`config.mk`:
```
export PLATFORM = sky130hd
export DESIGN_NAME = alu_req_arbiter
export DESIGN_NICKNAME = d
export VERILOG_FILES = /design/src/rtl/alu_pkg.sv /design/src/rtl/rr_arb2.sv /design/src/rtl/alu_req_arbiter.sv
export SDC_FILE = /design/constraint.sdc
export NUM_CORES = 1
export LEC_CHECK = 0
export ABC_AREA = 1
export BUFFER_PORTS_ARGS = -buffer_cell sky130_fd_sc_hd__buf_2
export CAP_MARGIN = 25
export CORE_AREA = 2 2 211 213
export CTS_CLUSTER_DIAMETER = 30
export DETAILED_ROUTE_END_ITERATION = 8
export DIE_AREA = 0 0 213 215
export GPL_ROUTABILITY_DRIVEN = 0
export PLACE_DENSITY_LB_ADDON = 0.25
export SYNTH_ARGS = -nofsm -noshare
export SYNTH_HDL_FRONTEND = slang
export SYNTH_SLANG_ARGS = --single-unit
```
`constraint.sdc`:
```
create_clock -name clk -period 2.4 [get_ports clk]
set_input_delay 0.72 -clock clk [delete_from_list [all_inputs] [get_ports clk]]
set_output_delay 0.72 -clock clk [all_outputs]
set_load 0.1 [all_outputs]
```
`src/rtl/alu_pkg.sv`:
```
// Shared opcode constants, FSM state type and opcode classification for alu_req_arbiter.
// The opcode check helper is only consulted when ALU_ARB_OPCHECK_EN is defined.
package alu_pkg;

    localparam logic [3:0] OP_AND  = 4'b0000;
    localparam logic [3:0] OP_NOR  = 4'b0001;
    localparam logic [3:0] OP_GT   = 4'b0010;
    localparam logic [3:0] OP_SHL1 = 4'b0011;
    localparam logic [3:0] OP_EQ   = 4'b0100;
    localparam logic [3:0] OP_ADD  = 4'b1010;
    localparam logic [3:0] OP_SUB  = 4'b1100;

    typedef enum logic [1:0] {
        ST_IDLE = 2'd0,
        ST_EXEC = 2'd1,
        ST_WAIT = 2'd2,
        ST_RESP = 2'd3
    } arb_state_t;

    // ADD/SUB go through the ALU's registered adder path and need one extra cycle.
    function automatic logic op_is_clocked(input logic [3:0] op);
        return (op == OP_ADD) || (op == OP_SUB);
    endfunction

    function automatic logic op_is_defined(input logic [3:0] op);
        case (op)
            OP_AND, OP_NOR, OP_GT, OP_SHL1, OP_EQ, OP_ADD, OP_SUB: return 1'b1;
            default:                                              return 1'b0;
        endcase
    endfunction

endpackage

```
`src/rtl/rr_arb2.sv`:
```
// Two-input round-robin grant: on a tie the requester that did not win last time is granted.
module rr_arb2 (
    input  logic [1:0] req,
    input  logic       last,
    output logic [1:0] gnt
);

    assign gnt[0] = req[0] & (~req[1] | last);
    assign gnt[1] = req[1] & (~req[0] | ~last);

endmodule

```
`src/rtl/alu_req_arbiter.sv`:
```
// Shares one ALU between two requesters: round-robin grant, operand latch, per-opcode wait, registered response.
// Optional ALU_ARB_OPCHECK_EN: undefined opcodes bypass the ALU and respond with rsp_err=1.
//
// state   | meaning
// IDLE    | no operation in flight; grant one valid requester and latch its operands
// EXEC    | latched operands on the ALU pins; single-cycle ops captured here
// WAIT    | extra cycle for ADD/SUB; result captured at the end
// RESP    | owner's rspN_valid high, result held until rspN_ready
module alu_req_arbiter
    import alu_pkg::*;
#(
    parameter int DATA_W = 64,
    parameter int OP_W   = 4
) (
    input  logic              clk,
    input  logic              reset,

    input  logic              req0_valid,
    output logic              req0_ready,
    input  logic [OP_W-1:0]   req0_op,
    input  logic [DATA_W-1:0] req0_a,
    input  logic [DATA_W-1:0] req0_b,

    input  logic              req1_valid,
    output logic              req1_ready,
    input  logic [OP_W-1:0]   req1_op,
    input  logic [DATA_W-1:0] req1_a,
    input  logic [DATA_W-1:0] req1_b,

    output logic              rsp0_valid,
    output logic              rsp1_valid,
    input  logic              rsp0_ready,
    input  logic              rsp1_ready,
    output logic [DATA_W-1:0] rsp_result,
    output logic              rsp_zero,
    output logic              rsp_err,

    output logic [DATA_W-1:0] alu_a,
    output logic [DATA_W-1:0] alu_b,
    output logic [OP_W-1:0]   alu_op,
    input  logic [DATA_W-1:0] alu_result,
    input  logic              alu_zero,

    output logic              busy
);

    arb_state_t        state;
    logic              last;
    logic              owner;
    logic [OP_W-1:0]   op_q;
    logic [DATA_W-1:0] a_q;
    logic [DATA_W-1:0] b_q;
    logic [DATA_W-1:0] res_q;
    logic              zero_q;
    logic              rsp0_q;
    logic              rsp1_q;
    logic              busy_q;

    logic [1:0]        gnt;
    logic              accept;
    logic              rsp_hs;
    logic [OP_W-1:0]   sel_op;
    logic [DATA_W-1:0] sel_a;
    logic [DATA_W-1:0] sel_b;
    logic              sel_bad;

    rr_arb2 u_rr_arb2 (
        .req  ({req1_valid, req0_valid}),
        .last (last),
        .gnt  (gnt)
    );

    // Grant is only visible in IDLE; a request seen while reset is high is not taken.
    assign accept     = (state == ST_IDLE) && !reset && (gnt != 2'b00);
    assign req0_ready = accept & gnt[0];
    assign req1_ready = accept & gnt[1];

    assign sel_op = gnt[1] ? req1_op : req0_op;
    assign sel_a  = gnt[1] ? req1_a  : req0_a;
    assign sel_b  = gnt[1] ? req1_b  : req0_b;

    assign rsp_hs = (rsp0_q & rsp0_ready) | (rsp1_q & rsp1_ready);

`ifdef ALU_ARB_OPCHECK_EN
    logic err_q;

    assign sel_bad = !op_is_defined(sel_op);

    always_ff @(posedge clk) begin
        if (reset) begin
            err_q <= 1'b0;
        end else if (accept) begin
            err_q <= sel_bad;
        end
    end

    assign rsp_err = err_q;
`else
    assign sel_bad = 1'b0;
    assign rsp_err = 1'b0;
`endif

    always_ff @(posedge clk) begin
        if (reset) begin
            state  <= ST_IDLE;
            last   <= 1'b1;
            owner  <= 1'b0;
            op_q   <= '0;
            a_q    <= '0;
            b_q    <= '0;
            res_q  <= '0;
            zero_q <= 1'b0;
            rsp0_q <= 1'b0;
            rsp1_q <= 1'b0;
            busy_q <= 1'b0;
        end else begin
            unique case (state)
                ST_IDLE: begin
                    if (accept) begin
                        owner  <= gnt[1];
                        last   <= gnt[1];
                        op_q   <= sel_op;
                        a_q    <= sel_a;
                        b_q    <= sel_b;
                        busy_q <= 1'b1;
                        if (sel_bad) begin
                            // Rejected opcode never reaches the ALU; answer immediately.
                            state  <= ST_RESP;
                            res_q  <= '0;
                            zero_q <= 1'b1;
                            rsp0_q <= gnt[0];
                            rsp1_q <= gnt[1];
                        end else begin
                            state <= ST_EXEC;
                        end
                    end
                end
                ST_EXEC: begin
                    if (op_is_clocked(op_q)) begin
                        state <= ST_WAIT;
                    end else begin
                        state  <= ST_RESP;
                        res_q  <= alu_result;
                        zero_q <= alu_zero;
                        rsp0_q <= ~owner;
                        rsp1_q <= owner;
                    end
                end
                ST_WAIT: begin
                    state  <= ST_RESP;
                    res_q  <= alu_result;
                    zero_q <= alu_zero;
                    rsp0_q <= ~owner;
                    rsp1_q <= owner;
                end
                ST_RESP: begin
                    if (rsp_hs) begin
                        state  <= ST_IDLE;
                        rsp0_q <= 1'b0;
                        rsp1_q <= 1'b0;
                        busy_q <= 1'b0;
                    end
                end
                default: begin
                    state <= ST_IDLE;
                end
            endcase
        end
    end

    assign alu_a      = a_q;
    assign alu_b      = b_q;
    assign alu_op     = op_q;
    assign rsp_result = res_q;
    assign rsp_zero   = zero_q;
    assign rsp0_valid = rsp0_q;
    assign rsp1_valid = rsp1_q;
    assign busy       = busy_q;

endmodule

```
==> results of run 1 <==
through the flow:
stage                     TNS, ps  instances
after floorplan            -203.0       1101
after global placement          0       2155
after detailed placement        0       2155
after CTS                       0       2268
after global routing       -46.50       2271
final                           0       2272
flip-flops by register name, summed over array words and instances (netlist names):
signal and cells:
alu_b 64, alu_op 4, state 2, rsp1_valid 1, rsp0_valid 1, owner 1, alu_a 64, rsp_result 64
busy 1, last 1, rsp_zero 1
synthesized netlist by cell type (3+ instances only):
cell | count | share of area
buf_6 | 9 | 0.012
inv_1 | 28 | 0.012
nand2_1 | 130 | 0.057
clkbuf_1 | 35 | 0.015
o21ai_1 | 46 | 0.027
nor2_1 | 177 | 0.078
or2_2 | 76 | 0.055
o21ai_0 | 101 | 0.059
dfxtp_1 | 204 | 0.48
a21oi_1 | 81 | 0.047
buf_1 | 3 | 0.0013
ha_1 | 4 | 0.0058
o211ai_1 | 92 | 0.081
buf_2 | 36 | 0.021
nand3_1 | 59 | 0.034
buf_4 | 9 | 0.0079
kinds of logic after synthesis:
group	after synthesis	share of synthesized area
simple gates	448	0.2312
flops	204	0.4767
other cells	1	0.0004377
fa+ha+maj	4	0.005842
compound gates	321	0.2145
buf+inv	123	0.07127
critical path: cells and delay by family (launching register included):
kind	cells	cell delay, ps
buf+inv	3	300
flops	1	340
simple gates	3	270
fa+ha+maj	1	140
layout make-up:
type,instances,area [um^2]
Clock buffer,78,1628
Tap cell,592,740.7
Antenna cell,3,7.507
Clock inverter,31,402.9
Sequential cell,204,4089
Inverter,31,131.4
Fill cell,4788,29750
Timing Repair Buffer,559,2973
Multi-Input combinational cell,774,3923
power groups by stage:
stage	logic [mW]	clock network, mW	registers, mW
after floorplan	2.50	0	11.4
after global placement	11.0	0	4.86
after detailed placement	11.1	0	4.88
after CTS	11.1	8.10	4.84
after global routing	11.6	8.30	4.94
final	11.0	7.90	4.83
metal layers:
layer,wire (um),global-route usage
met4,1335,0.07179
met2,16700,0.2440
met3,2912,0.04399
met5,0,0
met1,14420,0.1708
what timing repair did:
action | in CTS | in global routing
endpoints found under the setup margin | 2 | 2
hold buffers | 0 | 0
pin swaps | 3 | 1
gates cloned | 0 | 0
gates resized for setup | 7 | 1
buffers inserted | 4 | 1
worst max-delay path by stage:
stage                           from                    end  slack (ps)
6_report       state[0]$_SDFFE_PP0P_             req0_ready          60
5_1_grt        state[0]$_SDFFE_PP0P_             req0_ready         -20
4_1_cts        state[0]$_SDFFE_PP0P_             req1_ready           2
3_5_place_dp                   reset  state[0]$_SDFFE_PP0P_          90
3_3_place_gp                   reset  state[0]$_SDFFE_PP0P_         100
2_1_floorplan                  reset             req1_ready        -110
==> results.yml, run 1 <==
clock_tree:
  ctsLongestPathBuffers: 3
  cts_buffers: 58
  cts-root-buf: "clkbuf_16"
  cts_tree: "built"
  clk_transition_reported_paths_ps: 40
  cts.htree.levels: 2
  clock_sinks: 204
  clk-insertion-delay-late_ps: 580
power:
  pwr-share-clk: 0.332
  p_leak_nw: 6.497
  netSwitchingPower_mw: 11.89
  finalPower_mw: 23.76
  power_frac_seq: 0.203
  switching_share: 0.5004
  power_density_nw_per_um2: 1710
  p_comb_frac: 0.464
  p_int_mw: 11.87
  ir_worst_vdd_uv: 762.5
placement:
  portBuffers: 536
  dpl_cell_area_um2: 11800
  pre_cts_ws_ps: 93.88
  detailedPlacementHpwl_mm: 24.45
critical_path:
  end_kind: "primary output"
  cp_max_fo: 4
  worstPathCellList: "inv_4, ha_4, nand2_4, nor2_8, inv_4, nor2_4, buf_12"
  crit_top_cell: "inv_4"
  critPathKind: "reg -> out"
  arrival_ps: 1620
  max_stage_delay_ps: 340
  reg2reg_to: "state[0]$_SDFFE_PP0P_"
  worstPathRequired_ps: 1680
  rr_worst_depth: 11
  crit_path_start_kind: "register"
  critPathSlowestCell: "dfxtp_4"
  reg2reg_slack_ps: 470
  r2r-start: "state[0]$_SDFFE_PP0P_"
logic_synthesis:
  async_reset_ff_frac: 0
  synth_ff_type: "dfxtp_1"
  synth_enable_flop_cells: 0
  synth_cells: 1101
  yosysSeqAreaShare: 0.4767
  syn_area_per_cell_um2: 7.781
  synth.distinct_cells: 24
  ys_ff_latch: 204
  syn-cell-area_um2: 8567
  syn-num-nets: 1440
  yosysWarnings: 0
flow_run:
  maxCapViolations: 0
timing:
  whs_ps: 379.3
  slew_viol_final: 0
  fin_skew_ps: 19.46
  min_period_ps: 2343
  relSlewSlack: 0.3416
  max_freq_ghz: 0.4268
  worstMarginPinSlew_ps: 987.6
  setup_ws_ps: 56.89
  finalCritPeriodShare: 0.9763
  rsz0062_at_grt: "yes"
  setup_viol: 0
  final-hold-violation-count: 0
finish:
  utilization: 0.3184
  layout_common_cells: "buf_2, dfxtp_1, nor2_1"
  area_delta_synth_final_pct: 62.19
  layout_commonest_cell: "buf_2"
  drive_gt1_frac: 0.4490
  fin_nets: 1967
  final_cell_area_um2: 13890
route:
  postRouteAntennaNets: 0
  wl_per_cell_um: 15.56
  drt_wl_total_mm: 35.36
  dr.pass1.iters: 4
  drc: 0
  dr_total_vias: 9646
  avgViaCountPerCell: 4.246
  drtIter0Drc: 424
floorplan:
  die-area_um2: 45800
  die_height_um: 215
  die_w_um: 213
  coreArea_um2: 43640
  num_rows: 77
  start_util: 0.1963
  ios: 538
hold_path:
  min_path_cells: 3
  holdPathEnd: "rsp_result[49]$_SDFFE_PP0P_"
  hold_class: "in -> reg"
  min_from: "alu_result[49]"
grt:
  overflow: 0
  grt_use_total: 0.1468
  grt_pass1_wl_mm: 52.43
  grt_max_degree: 134
  antenna_found_initial: 3
  first_global_vias: 9440
run_status:
  outcome: "completed"
Power figures use the tool's default switching activity.
==> run 2, diff against run 1 <==
- CORE_AREA: 2 2 211 213 -> 2 2 208 210
- DIE_AREA: 0 0 213 215 -> 0 0 210 212
- SYNTH_HIERARCHICAL: unset -> 1
==> results.yml, run 2 <==
floorplan:
  die_height_um: 212
  num_rows: 76
  die-area_um2: 44520
  start_util: 0.1954
  coreArea_um2: 42510
  die_w_um: 210
  ios: 538
critical_path:
  crit_buf_inv: 3
  cp_max_fo: 5
  cp-startpoint: "state[0]$_SDFFE_PP0P_"
  reg2reg_to: "rsp_result[50]$_SDFFE_PP0P_"
  crit_top_cell: "nand2_4"
  rr_worst_depth: 8
  reg2reg_slack_ps: 460
  r2r-start: "state[1]$_SDFFE_PP0P_"
  worstPathCellList: "inv_2, ha_4, nand2_4, nor2_4, nand2_4, clkinvlp_4, buf_12"
  max_stage_delay_ps: 370
  critPathKind: "reg -> out"
  critPathTopFamily: "flip-flops"
  worstPathRequired_ps: 1680
  crit_path_start_kind: "register"
  end_kind: "primary output"
  critPathSlowestCell: "dfxtp_2"
  crit_cells: 7
  arrival_ps: 1650
  cp-endpoint: "req1_ready"
power:
  power_density_nw_per_um2: 1790
  ir_worst_vdd_uv: 721.7
  p_leak_nw: 6.656
placement:
  pre_cts_ws_ps: 60.54
  dp_cells: 1973
  portBuffers: 536
  detailedPlacementHpwl_mm: 24.34
flow_run:
  maxCapViolations: 0
clock_tree:
  cts_hold_buf: 0
  clk-insertion-delay-late_ps: 580
  clock_sinks: 204
  cts.htree.levels: 2
  clk_transition_reported_paths_ps: 40
  cts_tree: "built"
  ctsLongestPathBuffers: 3
  cts-root-buf: "clkbuf_16"
  cts_buffers: 58
logic_synthesis:
  synth_ff_type: "dfxtp_1"
  yosysWarnings: 6
  syn_area_per_cell_um2: 8.817
  synth_cells: 942
  synthAdderAreaFrac: 0.004519
  synth_top_family_by_area: "compound AO/OA/AOI/OAI gates"
  syn-cell-area_um2: 8305
  synth_enable_flop_cells: 0
  syn-num-nets: 1280
  synth.distinct_cells: 25
  synth_compound_area_frac: 0.2106
  yosys-top-cells-area: "dfxtp_1, mux2i_1, a21oi_1, o21ai_0, nor2_1"
  netlist.area_leader.share: 0.4917
  yosys.area_share.simple: 0.07788
  async_reset_ff_frac: 0
  yosysSeqAreaShare: 0.4917
  synth_top_area_cell: "dfxtp_1"
  synthMuxAreaShare: 0.1555
  ys_ff_latch: 204
  yosysMostFrequentCell: "dfxtp_1"
  synthXorXnorAreaFrac: 0
  ys_top_cells_by_count: "dfxtp_1, a21oi_1, nor2_1"
route:
  dr_total_vias: 8783
  highest_layer: "met5"
  wl_met2_mm: 15.96
  drt_wl_total_mm: 32.61
  wl_per_cell_um: 15.60
  avgViaCountPerCell: 4.202
  met1Wirelength_mm: 12.95
  drc: 0
  postRouteAntennaNets: 0
  drtIter0Drc: 380
  met3_length_mm: 2.836
  dr.pass1.iters: 4
finish:
  final_cells: 2090
  area_delta_synth_final_pct: 65.41
  layout_commonest_cell: "buf_2"
  layout_common_cells: "buf_2, dfxtp_1, a21oi_1"
  drive_gt1_frac: 0.4494
  fin_nets: 1831
  fill_cells: 4519
timing:
  rsz0062_at_grt: "yes"
  fin_skew_ps: 15.38
  whs_ps: 388.4
  relSlewSlack: 0.5803
  final-hold-violation-count: 0
  max_freq_ghz: 0.4211
  worstMarginPinSlew_ps: 633.8
  setup_viol: 0
  finalCritPeriodShare: 0.9896
  slew_viol_final: 0
  setup_ws_ps: 25.02
  min_period_ps: 2375
grt:
  grt_use_total: 0.1395
  grt_pass1_wl_mm: 48.16
  first_global_vias: 8662
  antenna_found_initial: 8
  overflow: 0
  grt_max_degree: 106
hold_path:
  hold_class: "in -> reg"
run_status:
  outcome: "completed"
==> run 2: cell count changes after synthesis, sizes merged, moves of 43 or more <==
cell    delta
mux2i    +129
nor2      -43
nand3     -54
or2       -76
a21oi     +57
o21ai     +57
nand2    -115
o211ai    -90
==> run 2: worst min path at each step <==
stage | start | to | slack, ps | cells past startpoint
3_3_place_gp | rsp_result[31]$_SDFFE_PP0P_ | rsp_result[31]$_SDFFE_PP0P_ | 460 | 2
5_1_grt | alu_result[55] | rsp_result[55]$_SDFFE_PP0P_ | 380 | 3
4_1_cts | alu_result[62] | rsp_result[62]$_SDFFE_PP0P_ | 340 | 3
2_1_floorplan | owner$_SDFFE_PP0P_ | owner$_SDFFE_PP0P_ | 460 | 2
6_report | alu_result[62] | rsp_result[62]$_SDFFE_PP0P_ | 390 | 3
3_5_place_dp | rsp_result[31]$_SDFFE_PP0P_ | rsp_result[31]$_SDFFE_PP0P_ | 470 | 2
==> run 2: final cells by class <==
type / count / area [um^2] / share of cell area
Multi-Input combinational cell: 639 / 3784 / 0.2754
Antenna cell: 4 / 10.01 / 0.0007286
Clock inverter: 30 / 374.1 / 0.02723
Clock buffer: 77 / 1633 / 0.1189
Timing Repair Buffer: 571 / 3088 / 0.2248
Tap cell: 546 / 683.2 / 0.04973
Sequential cell: 204 / 4089 / 0.2976
Inverter: 19 / 77.57 / 0.005647
==> run 2: power breakdown <==
part | leakage, nW | total (mW) | internal (mW) | switching (mW)
clock | 0.963 | 7.74 | 5.47 | 2.27
combinational | 4.01 | 11.9 | 2.05 | 9.85
sequential | 1.68 | 4.95 | 4.45 | 0.505
total | 6.66 | 24.6 | 12.0 | 12.6
==> run 2: repair_timing <==
action,CTS,global route
pin swaps,4,4
buffers inserted,3,3
setup endpoints to repair,2,1
gates resized for setup,8,1
==> run 2: logic make-up (layout without fill, tap and decap cells) <==
logic type,after synthesis,count (layout)
adder cells (fa/ha/maj),3,3
flip-flops,204,204
multiplexers,129,129
AND/OR/NAND/NOR,160,160
buffers and inverters,99,697
AO/OA/AOI/OAI,346,346
other,1,5
==> run 2: worst min-delay path, cell delays in order <==
cell and delay (ps):
buf_2 80, o21ai_1 60, nor2_1 70
==> run 2: per-layer routing <==
layer / up-vias / track usage
met1: 3920 / 0.1523
met5: - / 0
met4: 4 / 0.05943
met2: 386 / 0.2456
li1: 4408 / -
met3: 65 / 0.04904
==> run 2: per-stage QoR <==
stage          TNS (ps)  area [um^2]    util  total power, mW
6_report              0        13740  0.3232            24.59
5_1_grt          -57.27        13730  0.3230            25.71
4_1_cts          -56.88        13710  0.3224            24.84
3_5_place_dp          0        11650  0.2742            16.90
3_3_place_gp          0        11650  0.2742            16.84
2_1_floorplan    -75.97         8358       -            14.78
